--- src/rtl/alu_issue_ctrl.sv ---
// -----------------------------------------------------------------------------
// alu_issue_ctrl
//
// Issue/capture stage in front of a combinational aluOp datapath.
// A command (a, b, op) is accepted on a valid/ready handshake and registered
// onto the ALU inputs. One cycle later the ALU result and flags are captured.
// They are then held behind a valid/ready result handshake until the consumer
// takes them. The block also counts consumed results (op_cnt, wrapping) and
// consumed results that carried the illegal-opcode flag (err_cnt, saturating
// at 255).
//
// Optional feature macro: ACC_FWD_EN
//   defined   : in_use_acc=1 at acceptance feeds the last captured result
//               (res_data) to alu_a instead of in_a, so accumulate ops chain.
//   undefined : in_use_acc is ignored and alu_a always takes in_a.
//   The port list is the same in both builds.
//
// Ports
//   clk, rst_n            clock, asynchronous active-low reset
//   in_valid/in_ready     command handshake (accepted only in IDLE)
//   in_a, in_b, in_op     command operands and opcode
//   in_use_acc            forward last result as operand A (ACC_FWD_EN only)
//   alu_a, alu_b, alu_op  registered operands/opcode driving the ALU
//   alu_out, alu_of, alu_un, alu_err, alu_zero   ALU result and flags
//   res_valid/res_ready   result handshake
//   res_data, res_flags   captured result and {err, zero, un, of}
//   op_cnt                consumed-result counter, wraps at 2^CNT_W
//   err_cnt               consumed results with err=1, saturates at 255
// -----------------------------------------------------------------------------
module alu_issue_ctrl #(
  parameter int SIZE  = 8,
  parameter int CNT_W = 16
) (
  input  logic             clk,
  input  logic             rst_n,
  input  logic             in_valid,
  output logic             in_ready,
  input  logic [SIZE-1:0]  in_a,
  input  logic [SIZE-1:0]  in_b,
  input  logic [3:0]       in_op,
  input  logic             in_use_acc,
  output logic [SIZE-1:0]  alu_a,
  output logic [SIZE-1:0]  alu_b,
  output logic [3:0]       alu_op,
  input  logic [SIZE-1:0]  alu_out,
  input  logic             alu_of,
  input  logic             alu_un,
  input  logic             alu_err,
  input  logic             alu_zero,
  output logic             res_valid,
  input  logic             res_ready,
  output logic [SIZE-1:0]  res_data,
  output logic [3:0]       res_flags,
  output logic [CNT_W-1:0] op_cnt,
  output logic [7:0]       err_cnt
);

  typedef enum logic [1:0] {
    IDLE = 2'd0,
    EXEC = 2'd1,
    DONE = 2'd2
  } state_t;

  state_t            state_q, state_d;
  logic [SIZE-1:0]   alu_a_q, alu_a_d;
  logic [SIZE-1:0]   alu_b_q, alu_b_d;
  logic [3:0]        alu_op_q, alu_op_d;
  logic [SIZE-1:0]   res_data_q, res_data_d;
  logic [3:0]        res_flags_q, res_flags_d;
  logic              res_valid_q, res_valid_d;
  logic [CNT_W-1:0]  op_cnt_q, op_cnt_d;
  logic [7:0]        err_cnt_q, err_cnt_d;
  logic [SIZE-1:0]   a_sel;

  // Operand A source at acceptance.
`ifdef ACC_FWD_EN
  assign a_sel = in_use_acc ? res_data_q : in_a;
`else
  logic use_acc_unused;
  assign use_acc_unused = in_use_acc;
  assign a_sel          = in_a;
`endif

  always_ff @(posedge clk or negedge rst_n) begin
    if (!rst_n) begin
      state_q     <= IDLE;
      alu_a_q     <= '0;
      alu_b_q     <= '0;
      alu_op_q    <= '0;
      res_data_q  <= '0;
      res_flags_q <= '0;
      res_valid_q <= 1'b0;
      op_cnt_q    <= '0;
      err_cnt_q   <= '0;
    end else begin
      state_q     <= state_d;
      alu_a_q     <= alu_a_d;
      alu_b_q     <= alu_b_d;
      alu_op_q    <= alu_op_d;
      res_data_q  <= res_data_d;
      res_flags_q <= res_flags_d;
      res_valid_q <= res_valid_d;
      op_cnt_q    <= op_cnt_d;
      err_cnt_q   <= err_cnt_d;
    end
  end

  always_comb begin
    state_d     = state_q;
    alu_a_d     = alu_a_q;
    alu_b_d     = alu_b_q;
    alu_op_d    = alu_op_q;
    res_data_d  = res_data_q;
    res_flags_d = res_flags_q;
    res_valid_d = res_valid_q;
    op_cnt_d    = op_cnt_q;
    err_cnt_d   = err_cnt_q;
    in_ready    = 1'b0;

    unique case (state_q)
      IDLE: begin
        in_ready = 1'b1;
        if (in_valid) begin
          alu_a_d  = a_sel;
          alu_b_d  = in_b;
          alu_op_d = in_op;
          state_d  = EXEC;
        end
      end
      EXEC: begin
        // The ALU has had a full cycle to settle on the registered inputs.
        res_data_d  = alu_out;
        res_flags_d = {alu_err, alu_zero, alu_un, alu_of};
        res_valid_d = 1'b1;
        state_d     = DONE;
      end
      DONE: begin
        if (res_ready) begin
          res_valid_d = 1'b0;
          op_cnt_d    = op_cnt_q + 1'b1;
          if (res_flags_q[3] && (err_cnt_q != 8'hFF)) begin
            err_cnt_d = err_cnt_q + 8'd1;
          end
          state_d = IDLE;
        end
      end
      default: begin
        state_d = IDLE;
      end
    endcase
  end

  assign alu_a     = alu_a_q;
  assign alu_b     = alu_b_q;
  assign alu_op    = alu_op_q;
  assign res_data  = res_data_q;
  assign res_flags = res_flags_q;
  assign res_valid = res_valid_q;
  assign op_cnt    = op_cnt_q;
  assign err_cnt   = err_cnt_q;

endmodule

--- config.mk ---
export PLATFORM = sky130hd
export DESIGN_NAME = alu_issue_ctrl
export DESIGN_NICKNAME = d
export VERILOG_FILES = /design/src/rtl/alu_issue_ctrl.sv
export SDC_FILE = /design/constraint.sdc
export NUM_CORES = 1
export LEC_CHECK = 0
export BUFFER_PORTS_ARGS = -buffer_cell sky130_fd_sc_hd__buf_2
export CAP_MARGIN = 15
export CORE_MARGIN = 2
export CORE_UTILIZATION = 25
export CTS_BUF_LIST = sky130_fd_sc_hd__clkbuf_8
export CTS_CLUSTER_SIZE = 20
export DETAILED_ROUTE_END_ITERATION = 6
export MAX_ROUTING_LAYER = met4
export PLACE_DENSITY = 0.53
export SLEW_MARGIN = 0
export SYNTH_ARGS = -nofsm -noshare
export SYNTH_HDL_FRONTEND = slang
export SYNTH_SLANG_ARGS = --single-unit
--- constraint.sdc ---
create_clock -name clk -period 2.2 [get_ports clk]
set_clock_uncertainty 0.1 [all_clocks]
set_input_delay 0.22 -clock clk [delete_from_list [all_inputs] [get_ports clk]]
set_output_delay 0.22 -clock clk [all_outputs]
set_load 0.05 [all_outputs]
==> Word-level counts from Yosys, hierarchy flattened <==
Index checks and enable logic that the tools add are counted.
W data, S select, Z words.
{ "word_totals": {"ff_bits": 59, "inputBits": 37, "out_inout_bits": 58, "word_cells": 30} }
{ "classes": {"add_sub_neg": 2, "eq_ne": 5, "n_mux": 6, "reduce_logical": 8} }
{ "op_table": {"columns": ["operator", "count"], "rows": [
  ["$add A16 B1 Y16 const B", 1],
  ["$add A8 B1 Y8 const B", 1],
  ["$ne A8 B8 Y1 const B", 1],
  ["$reduce_and A2 Y1", 4],
  ["$pmux W2 S3", 1],
  ["$mux W2", 2],
  ["$ne A2 B2 Y1 const B", 2],
  ["$reduce_and A3 Y1", 1],
  ["$eq A2 B1 Y1 const B", 1],
  ["$eq A2 B2 Y1 const B", 1],
  ["$logic_not A2 Y1", 1],
  ["$mux W1", 2],
  ["$pmux W1 S2", 1],
  ["$reduce_bool A2 Y1", 1],
  ["$logic_and A1 B1 Y1", 1]
]} }

==> Depth between registers and ports, before layout <==
Gate-level depths: netlist (run 1).
{ "logic_depth": {"ltp_word": 3, "mapped_depth": 5, "ltp_nobuf": 5} }

==> Worst setup path before layout (run 1) <==
Ideal clock, no wire load.
{ "synth_path": {"path_kind": "flip-flop to flip-flop", "start": "reg state_q[1]", "end": "reg alu_a_q[7], in the netlist alu_a[7]", "setup_ns": 0.125, "arrival_ns": 1.914, "required_time_ns": 1.975, "path_slack_ns": 0.061, "path_stages_with_launch": 5, "n_path_buf": 1, "synth_period_minus_slack_ns": 2.139, "cell_sequence": "dfrtp_1 > nor2_1 > and2_1 > buf_2 > mux2_2"} }
{ "synth_via": {"elab_chain_cells": 2} }
{ "synth_lines": {"columns": ["element", "line", "source"], "rows": [
  ["from (decl)", "64", "state_t state_q, state_d;"],
  ["from (signal assigned)", "96", "state_q <= state_d;"],
  ["$logic_not A2 Y1", "120", "unique case (state_q)"],
  ["$reduce_and A2 Y1 (no line)", null, null],
  ["to (signal assigned)", "97", "alu_a_q <= alu_a_d;"],
  ["to (decl)", "65", "logic [SIZE-1:0] alu_a_q, alu_a_d;"]
]} }
No other way between the ends.
A chain may end at the register's enable or synchronous reset.

==> Worst setup path in the final report (run 1) <==
{ "layout_path": {"start": "reg err_cnt_q[0], in the netlist err_cnt[0]", "end": "reg err_cnt_q[1], in the netlist err_cnt[1]"} }
{ "layout_via": {"elab_chain_cells": 3, "elab_cells_between_ends": 4, "cone_classes": "add/sub: 1; eq/ne: 1; reduce/logical: 2"} }
{ "layout_lines": {"columns": ["element", "line", "source"], "rows": [
  ["from (decl)", "72", "logic [7:0] err_cnt_q, err_cnt_d;"],
  ["from (signal assigned)", "104", "err_cnt_q <= err_cnt_d;"],
  ["branches (longest 3 deep; another with $add A8 B1 Y8)", null, null]
]} }
Several ways; the timed one is not identified.

==> results.yml, run 1 <==
run_status:
  outcome: "finished, final reports clean"
worst_setup_path:
  cp-end-kind: "register"
  critPathSlowestCell: "dfrtp_1"
  critPathRequiredTime_ns: 2.31
  worst-r2r-setup-slack_ns: 0.51
  r2r-end: "err_cnt[1]$_DFFE_PN0P_"
  crit_chain: "ha_1 > nand3_1 > o21ai_0 > mux2_2"
  start_kind: "register"
  cp_slowest_stage_delay_ns: 0.41
  timing.rr.start: "err_cnt[0]$_DFFE_PN0P_"
  ff2ff_path_depth: 4
  path_buf_inv: 0
  crit_family: "flip-flops"
  path_max_fanout: 6
  crit_arrival_ns: 1.80
  path_class: "reg -> reg"
route:
  viasPerCell: 4.16
  drcViolationCount: 0
  first_pass_iters: 4
  first_iter_violations: 22
  wl_per_cell_um: 12.3
  wl_mm: 5.32
  num_vias: 1802
  ant_nets: 0
worst_hold_path:
  whs_path_depth: 2
  min_path_type: "in -> reg"
  hold_end: "res_flags[0]$_DFFE_PN0P_"
  holdCritStartpoint: "alu_of"
pwr:
  cellLeakagePower_nw: 1.72
  power_density_nw_per_um2: 1600
  peakVddDrop_v: 0.000899
synth:
  async_flop_share: 1.00
  yosys_most_used_dff: "dfrtp_1"
  syn_inst: 172
  synth_nets: 211
  synth.distinct_cells: 30
  syn_avg_cell_area_um2: 13.9
  yosys_warnings: 0
  synth_seq_area_share: 0.616
  synth_edf_count: 0
  synth-seq-cells: 59
  syn-cell-area_um2: 2400
global_route:
  grt_use_total: 0.111
  antenna_found_initial: 0
  grt_overflow: 0
  grt_pass1_vias: 1750
  grt_pass1_wl_mm: 8.64
  grt_max_degree: 37
floorplan:
  num_rows: 35
  die_x_um: 102
  initial_core_util: 0.258
  fp.dieH_um: 102
  die_area_um2: 10400
  coreArea_um2: 9280
  io_pins: 95
placement:
  preCtsSetupSlack_ns: 0.480
  dpl.hpwl_mm: 3.64
  io_buffers: 93
  gp_congestion: 0.712
  place_inst: 393
cts:
  clk_pin_slew_ns: 0.07
  cts_buffer_depth: 2
  numCtsBuffers: 9
  clock-sinks: 59
  cts_hold_buf: 17
  clockRootBuffer: "clkbuf_8"
  cts_tree: "yes"
  cts_resized: 0
  post_cts_buffers: 0
  h-tree-depth: 3
  clock_latency_ns: 0.33
timing:
  slew_viol_final: 0
  clock.fmax_mhz: 590
  hold_viol_final: 0
  setup_tns_ns: 0
  fin_hold_ws_ns: 0.0266
  maxSlewHeadroom: 0.630
  rsz0062_at_grt: "false"
  worst_pin_slew_ns: 0.556
  fin_crit_ns: 1.69
  setup_viol: 0
  setup_ws_ns: 0.505
  period_share: 0.770
layout:
  layout-drive-gt1-share: 0.500
  finalNonFillerCells: 433
  post-route-util: 0.381
  fill_cells: 947
  nets: 338
  antennaDiodeCount: 0
  syn_to_final_growth_pct: 47.5
run:
  drv_cap: 0
==> placed cells by master (no fill, tap or decap), types with 2 or more instances in the layout <==
cell type,n
a21oi_1,5
a31oi_1,3
and3_1,5
buf_2,93
buf_4,2
bufinv_16,3
clkbuf_8,12
dfrtp_1,59
dlygate4sd3_1,24
ha_1,2
inv_1,2
mux2_2,34
nand2_1,7
nand3_1,8
nand4_1,3
nor2_1,5
nor2b_1,2
nor3_2,2
xnor2_1,13
xor2_1,5
==> layer usage <==
metal / vias to the layer above / GRT usage / routed length, um
li1: 861 / - / -
met1: 875 / 0.143 / 2470
met2: 62 / 0.157 / 2440
met3: 4 / 0.0520 / 373
met4: 0 / 0.0308 / 32
met5: - / - / 0
==> Yosys cell counts, drive strengths merged, types with 2 or more instances <==
cell type,count,share of area
inv,2,0.0031
xor2,6,0.025
dfrtp,59,0.62
a21oi,5,0.010
nand2,7,0.011
buf,4,0.0094
a31oi,3,0.0078
and3,5,0.013
xnor2,13,0.047
ha,2,0.010
nor2b,2,0.0052
mux2,34,0.16
nand3,8,0.017
and4,2,0.0083
nor2,5,0.0078
nand4,3,0.0078
nor3,2,0.0083
==> metrics by stage <==
| stage | power [W] | cell area (um2) |
|---|---|---|
| floorplan | 0.00375 | 2400 |
| global route | 0.00595 | 3540 |
| detailed placement | 0.00438 | 3040 |
| CTS | 0.00571 | 3470 |
| finish | 0.00564 | 3540 |
| global placement | 0.00435 | 3040 |
==> final cells by class <==
type | instances | area [um2] | area share
sequential | 59 | 1480 | 0.417
timing repair buffer | 120 | 741 | 0.209
clock buffer | 12 | 165 | 0.0467
inverter | 2 | 7.51 | 0.00212
multi-input combinational | 107 | 892 | 0.252
tap | 129 | 161 | 0.0456
clock inverter | 4 | 95.1 | 0.0269
==> where the power goes <==
group          internal, W  switching, W
clock             0.000844      0.000427
sequential         0.00149      0.000276
combinational     0.000746       0.00187
total              0.00308       0.00257
==> cells by family (layout without fill, tap and decap cells) <==
family / after synthesis / after routing / share of synthesized area
compound gates: 12 / 12 / 0.0318
xor+xnor: 19 / 19 / 0.0725
fa+ha+maj: 2 / 2 / 0.0104
buf+inv: 6 / 138 / 0.0125
flops: 59 / 59 / 0.616
mux: 34 / 34 / 0.160
simple gates: 40 / 40 / 0.0976
==> state kept, by name (all words and copies together) (netlist names) <==
name	count
alu_b	8
alu_a	8
err_cnt	8
res_data	8
res_valid	1
state_q	2
alu_op	4
op_cnt	16
res_flags	4
==> how the worst max path moves through the flow <==
stage / start / endpoint / slack [ns] / cells after the start
floorplan: state_q[1]$_DFFE_PN0P_ / alu_a[7]$_DFFE_PN0P_ / 0.06 / 4
global placement: op_cnt[0]$_DFFE_PN0P_ / op_cnt[14]$_DFFE_PN0P_ / 0.51 / 5
CTS: op_cnt[0]$_DFFE_PN0P_ / op_cnt[14]$_DFFE_PN0P_ / 0.47 / 5
global route: op_cnt[0]$_DFFE_PN0P_ / op_cnt[14]$_DFFE_PN0P_ / 0.35 / 5
detailed placement: op_cnt[0]$_DFFE_PN0P_ / op_cnt[14]$_DFFE_PN0P_ / 0.48 / 5
finish: err_cnt[0]$_DFFE_PN0P_ / err_cnt[1]$_DFFE_PN0P_ / 0.51 / 4
==> worst reg2reg max path, cell delays in order (launching register included) <==
cell and delay [ns]:
dfrtp_1 0.41, ha_1 0.28, nand3_1 0.12, o21ai_0 0.29
mux2_2 0.37
(Power assumes the default switching activity.)
==> run 2, diff against run 1 <==
==> constraint.sdc (replaced) <==
create_clock -name clk -period 1.6 [get_ports clk]
set_clock_uncertainty 0.1 [all_clocks]
set_input_delay 0.16 -clock clk [delete_from_list [all_inputs] [get_ports clk]]
set_output_delay 0.16 -clock clk [all_outputs]
set_load 0.05 [all_outputs]
==> results.yml, run 2 (synthesis results as in run 1) <==
worst_setup_path:
  cp-end-kind: "register"
  critPathRequiredTime_ns: 1.76
  path_class: "reg -> reg"
  crit_arrival_ns: 1.67
  cp-startpoint: "state_q[0]$_DFFE_PN0P_"
  start_kind: "register"
  timing.rr.start: "state_q[0]$_DFFE_PN0P_"
  path_max_fanout: 7
cts:
  clock_latency_ns: 0.33
  clk_pin_slew_ns: 0.07
  clockRootBuffer: "clkbuf_8"
  clock-sinks: 59
  cts_buffer_depth: 2
  cts_tree: "yes"
  h-tree-depth: 3
  numCtsBuffers: 9
route:
  ant_nets: 0
  first_pass_iters: 4
  first_iter_violations: 20
  num_vias: 1868
  wl_per_cell_um: 12.3
  viasPerCell: 4.16
  drcViolationCount: 0
  wl_mm: 5.52
layout:
  syn_to_final_growth_pct: 56.5
  nets: 354
  largest_reg_flops: 16
  layout-drive-gt1-share: 0.569
  layout_commonest_cell: "buf_2"
  antennaDiodeCount: 0
  final_area_um2: 3750
  layout_common_cells: "93 x buf_2, 40 x dfrtp_1, 33 x dlygate4sd3_1"
pwr:
  p_seq_frac: 0.318
  cellLeakagePower_nw: 1.80
  comb_power_share: 0.500
  power.share.switching: 0.464
  switchingPower_w: 0.00360
  peakVddDrop_v: 0.00101
  p_int_w: 0.00416
  power_density_nw_per_um2: 2060
  finalPower_w: 0.00775
  clkPwrFrac: 0.182
placement:
  io_buffers: 93
  postPlaceCellArea_um2: 3190
  preCtsSetupSlack_ns: 0.0113
  gp_congestion: 0.725
  dpl.hpwl_mm: 3.63
worst_hold_path:
  min_path_type: "in -> reg"
  holdCritStartpoint: "res_ready"
global_route:
  antenna_found_initial: 0
  grt_pass1_vias: 1895
  grt_use_total: 0.118
  grt_pass1_wl_mm: 9.14
  grt_overflow: 0
  grt_max_degree: 60
floorplan:
  fp.dieH_um: 102
  die_x_um: 102
  num_rows: 35
  io_pins: 95
  coreArea_um2: 9280
  initial_core_util: 0.258
  die_area_um2: 10400
timing:
  setup_ws_ns: 0.0892
  setup_viol: 0
  fin_hold_ws_ns: 0.127
  maxSlewHeadroom: 0.781
  hold_viol_final: 0
  period_share: 0.944
  setup_tns_ns: 0
  worst_pin_slew_ns: 0.328
  slew_viol_final: 0
  clock.fmax_mhz: 662
  fin_crit_ns: 1.51
run:
  drv_cap: 0
run_status:
  outcome: "finished, final reports clean"
-- run 2: timing repair --
action                                  4_1_cts  5_1_grt
endpoints found under the setup margin        0        7
endpoints found under the hold margin        91        0
buffers inserted                              0        1
resized for setup                             0        6
hold buffers                                 33        0
-- run 2: path summary, 6_finish.rpt --
| path | depth (start not counted) | slack (ns) | endpoint |
|---|---|---|---|
| worst min-delay path | 4 | 0.13 | res_valid$_DFFE_PN0P_ |
| max in group asynchronous | 3 | 0.85 | alu_b[0]$_DFFE_PN0P_ |
| worst min register to register | 1 | 0.38 | op_cnt[8]$_DFFE_PN0P_ |
| min in group asynchronous | 3 | 0.26 | alu_op[3]$_DFFE_PN0P_ |
| worst max register to register | 4 | 0.09 | err_cnt[4]$_DFFE_PN0P_ |
| worst max-delay path | 4 | 0.09 | err_cnt[4]$_DFFE_PN0P_ |
-- run 2: through the flow --
stage	std cells	utilization
final	449	0.404
after CTS	448	0.402
after global routing	449	0.404
after detailed placement	399	0.344
after floorplan	172	-
after global placement	399	0.344
-- run 2: worst max-delay path, stage by stage (launching register included) --
cell and delay, ns:
dfrtp_2 0.45, and4b_2 0.34, a21boi_2 0.18, and4_4 0.24, xor2_2 0.12
-- run 2: per-layer routing --
layer	track usage	share of wire	up-vias
met3	0.0349	0.053	6
li1	-	-	892
met5	-	0	-
met1	0.145	0.45	911
met4	0.0574	0.0085	0
met2	0.178	0.49	59
-- run 2: layout make-up --
| type | count | area (um2) |
|---|---|---|
| fill | 958 | 5530 |
| inverter | 2 | 7.51 |
| clock inverter | 4 | 42.5 |
| timing repair buffer | 136 | 916 |
| multi-input combinational | 107 | 962 |
| sequential | 59 | 1500 |
| tap | 129 | 161 |
| clock buffer | 12 | 165 |
-- run 2: power by group through the flow --
stage,Sequential [W],Combinational [W],Clock [W]
finish,0.00247,0.00387,0.00141
global route,0.00256,0.00406,0.00155
CTS,0.00247,0.00389,0.00149
detailed placement,0.00248,0.00383,0
global placement,0.00247,0.00379,0
floorplan,0.00432,0.00103,0
==> run 3, diff against run 2 <==
==> constraint.sdc (replaced) <==
create_clock -name clk -period 1.8 [get_ports clk]
set_clock_uncertainty 0.1 [all_clocks]
set_input_delay 0.18 -clock clk [delete_from_list [all_inputs] [get_ports clk]]
set_output_delay 0.18 -clock clk [all_outputs]
set_load 0.05 [all_outputs]
==> results.yml, run 3 (synthesis results as in run 1) <==
cts:
  cts_buffer_depth: 2
  clock-sinks: 59
  cts_resized: 0
  clock_latency_ns: 0.33
  h-tree-depth: 3
  numCtsBuffers: 9
  clk_pin_slew_ns: 0.07
  cts_tree: "yes"
  clockRootBuffer: "clkbuf_8"
  post_cts_buffers: 0
floorplan:
  die_area_um2: 10400
  io_pins: 95
  initial_core_util: 0.258
  num_rows: 35
  die_x_um: 102
  fp.dieH_um: 102
  coreArea_um2: 9280
route:
  drcViolationCount: 0
  wl_mm: 5.46
  num_vias: 1852
  wl_per_cell_um: 12.3
  ant_nets: 0
  first_iter_violations: 33
  first_pass_iters: 3
  viasPerCell: 4.16
timing:
  period_share: 0.925
  setup_tns_ns: 0
  setup_viol: 0
  clock.fmax_mhz: 600
  fin_crit_ns: 1.67
  slew_viol_final: 0
  fin_hold_ws_ns: 0.0450
  setup_ws_ns: 0.134
  hold_viol_final: 0
  rsz0062_at_grt: "false"
  worst_pin_slew_ns: 0.386
  maxSlewHeadroom: 0.741
worst_setup_path:
  start_kind: "register"
  crit_arrival_ns: 1.77
  critPathRequiredTime_ns: 1.91
  cp_slowest_stage_delay_ns: 0.39
  cp-end-kind: "register"
  critPathSlowestCell: "dfrtp_2"
  crit_chain: "ha_1 > nand3_1 > o21ai_0 > mux2_2"
  crit_family: "flip-flops"
  path_max_fanout: 6
  path_buf_inv: 0
  path_class: "reg -> reg"
layout:
  layout-drive-gt1-share: 0.503
  post-route-util: 0.394
  largest_reg_flops: 16
  multiInputGateArea_um2: 900
  ff_latch_area_um2: 1480
  layout_commonest_cell: "buf_2"
  nets: 350
  syn_to_final_growth_pct: 52.5
  layout_common_cells: "93 x buf_2, 55 x dfrtp_1, 34 x mux2_2"
  antennaDiodeCount: 0
  fill_cells: 923
global_route:
  grt_pass1_wl_mm: 8.85
  grt_pass1_vias: 1804
  antenna_found_initial: 0
  grt_use_total: 0.116
  grt_max_degree: 60
  grt_overflow: 0
placement:
  io_buffers: 93
  gp_congestion: 0.707
  preCtsSetupSlack_ns: 0.142
  dpl.hpwl_mm: 3.71
pwr:
  cellLeakagePower_nw: 1.76
  power_density_nw_per_um2: 1880
  peakVddDrop_v: 0.000972
worst_hold_path:
  min_path_type: "in -> reg"
run_status:
  outcome: "finished, final reports clean"
run:
  drv_cap: 0
## run 3: power breakdown
group | leakage (nW) | switching, W | internal [W] | total (W)
registers | 0.730 | 0.000334 | 0.00182 | 0.00216
logic | 0.906 | 0.00229 | 0.000963 | 0.00325
clock network | 0.127 | 0.000521 | 0.000948 | 0.00147
total | 1.76 | 0.00315 | 0.00374 | 0.00688
## run 3: timing repair
item,4_1_cts,5_1_grt
hold endpoints to repair,91,0
hold buffers,33,0
setup endpoints to repair,0,0
## run 3: final timing paths
path,slack (ns),startpoint,cells after the start,endpoint
max in group asynchronous,1.03,rst_n,3,err_cnt[1]$_DFFE_PN0P_
setup reg to reg,0.13,err_cnt[0]$_DFFE_PN0P_,4,err_cnt[1]$_DFFE_PN0P_
min in group asynchronous,0.29,rst_n,3,err_cnt[2]$_DFFE_PN0P_
hold / removal,0.05,in_valid,2,state_q[0]$_DFFE_PN0P_
setup / recovery,0.13,err_cnt[0]$_DFFE_PN0P_,4,err_cnt[1]$_DFFE_PN0P_
hold reg to reg,0.37,op_cnt[15]$_DFFE_PN0P_,1,op_cnt[15]$_DFFE_PN0P_
## run 3: metrics by stage
stage | cell area, um2 | std cells | power [W]
after detailed placement | 3090 | 396 | 0.00543
after floorplan | 2410 | 172 | 0.00460
final | 3660 | 445 | 0.00688
after global placement | 3090 | 396 | 0.00537
after global routing | 3660 | 445 | 0.00726
after CTS | 3660 | 445 | 0.00700
## run 3: cell type report
cell class	instances	area share
inverter	2	0.00205
clock buffer	10	0.0376
sequential	59	0.405
multi-input combinational	107	0.246
tap	129	0.0441
timing repair buffer	132	0.237
clock inverter	6	0.0284
## run 3: per-layer routing
layer | GRT usage | wire length (um)
met1 | 0.138 | 2330
met2 | 0.179 | 2720
met3 | 0.0506 | 360
met4 | 0.0338 | 51
met5 | - | 0
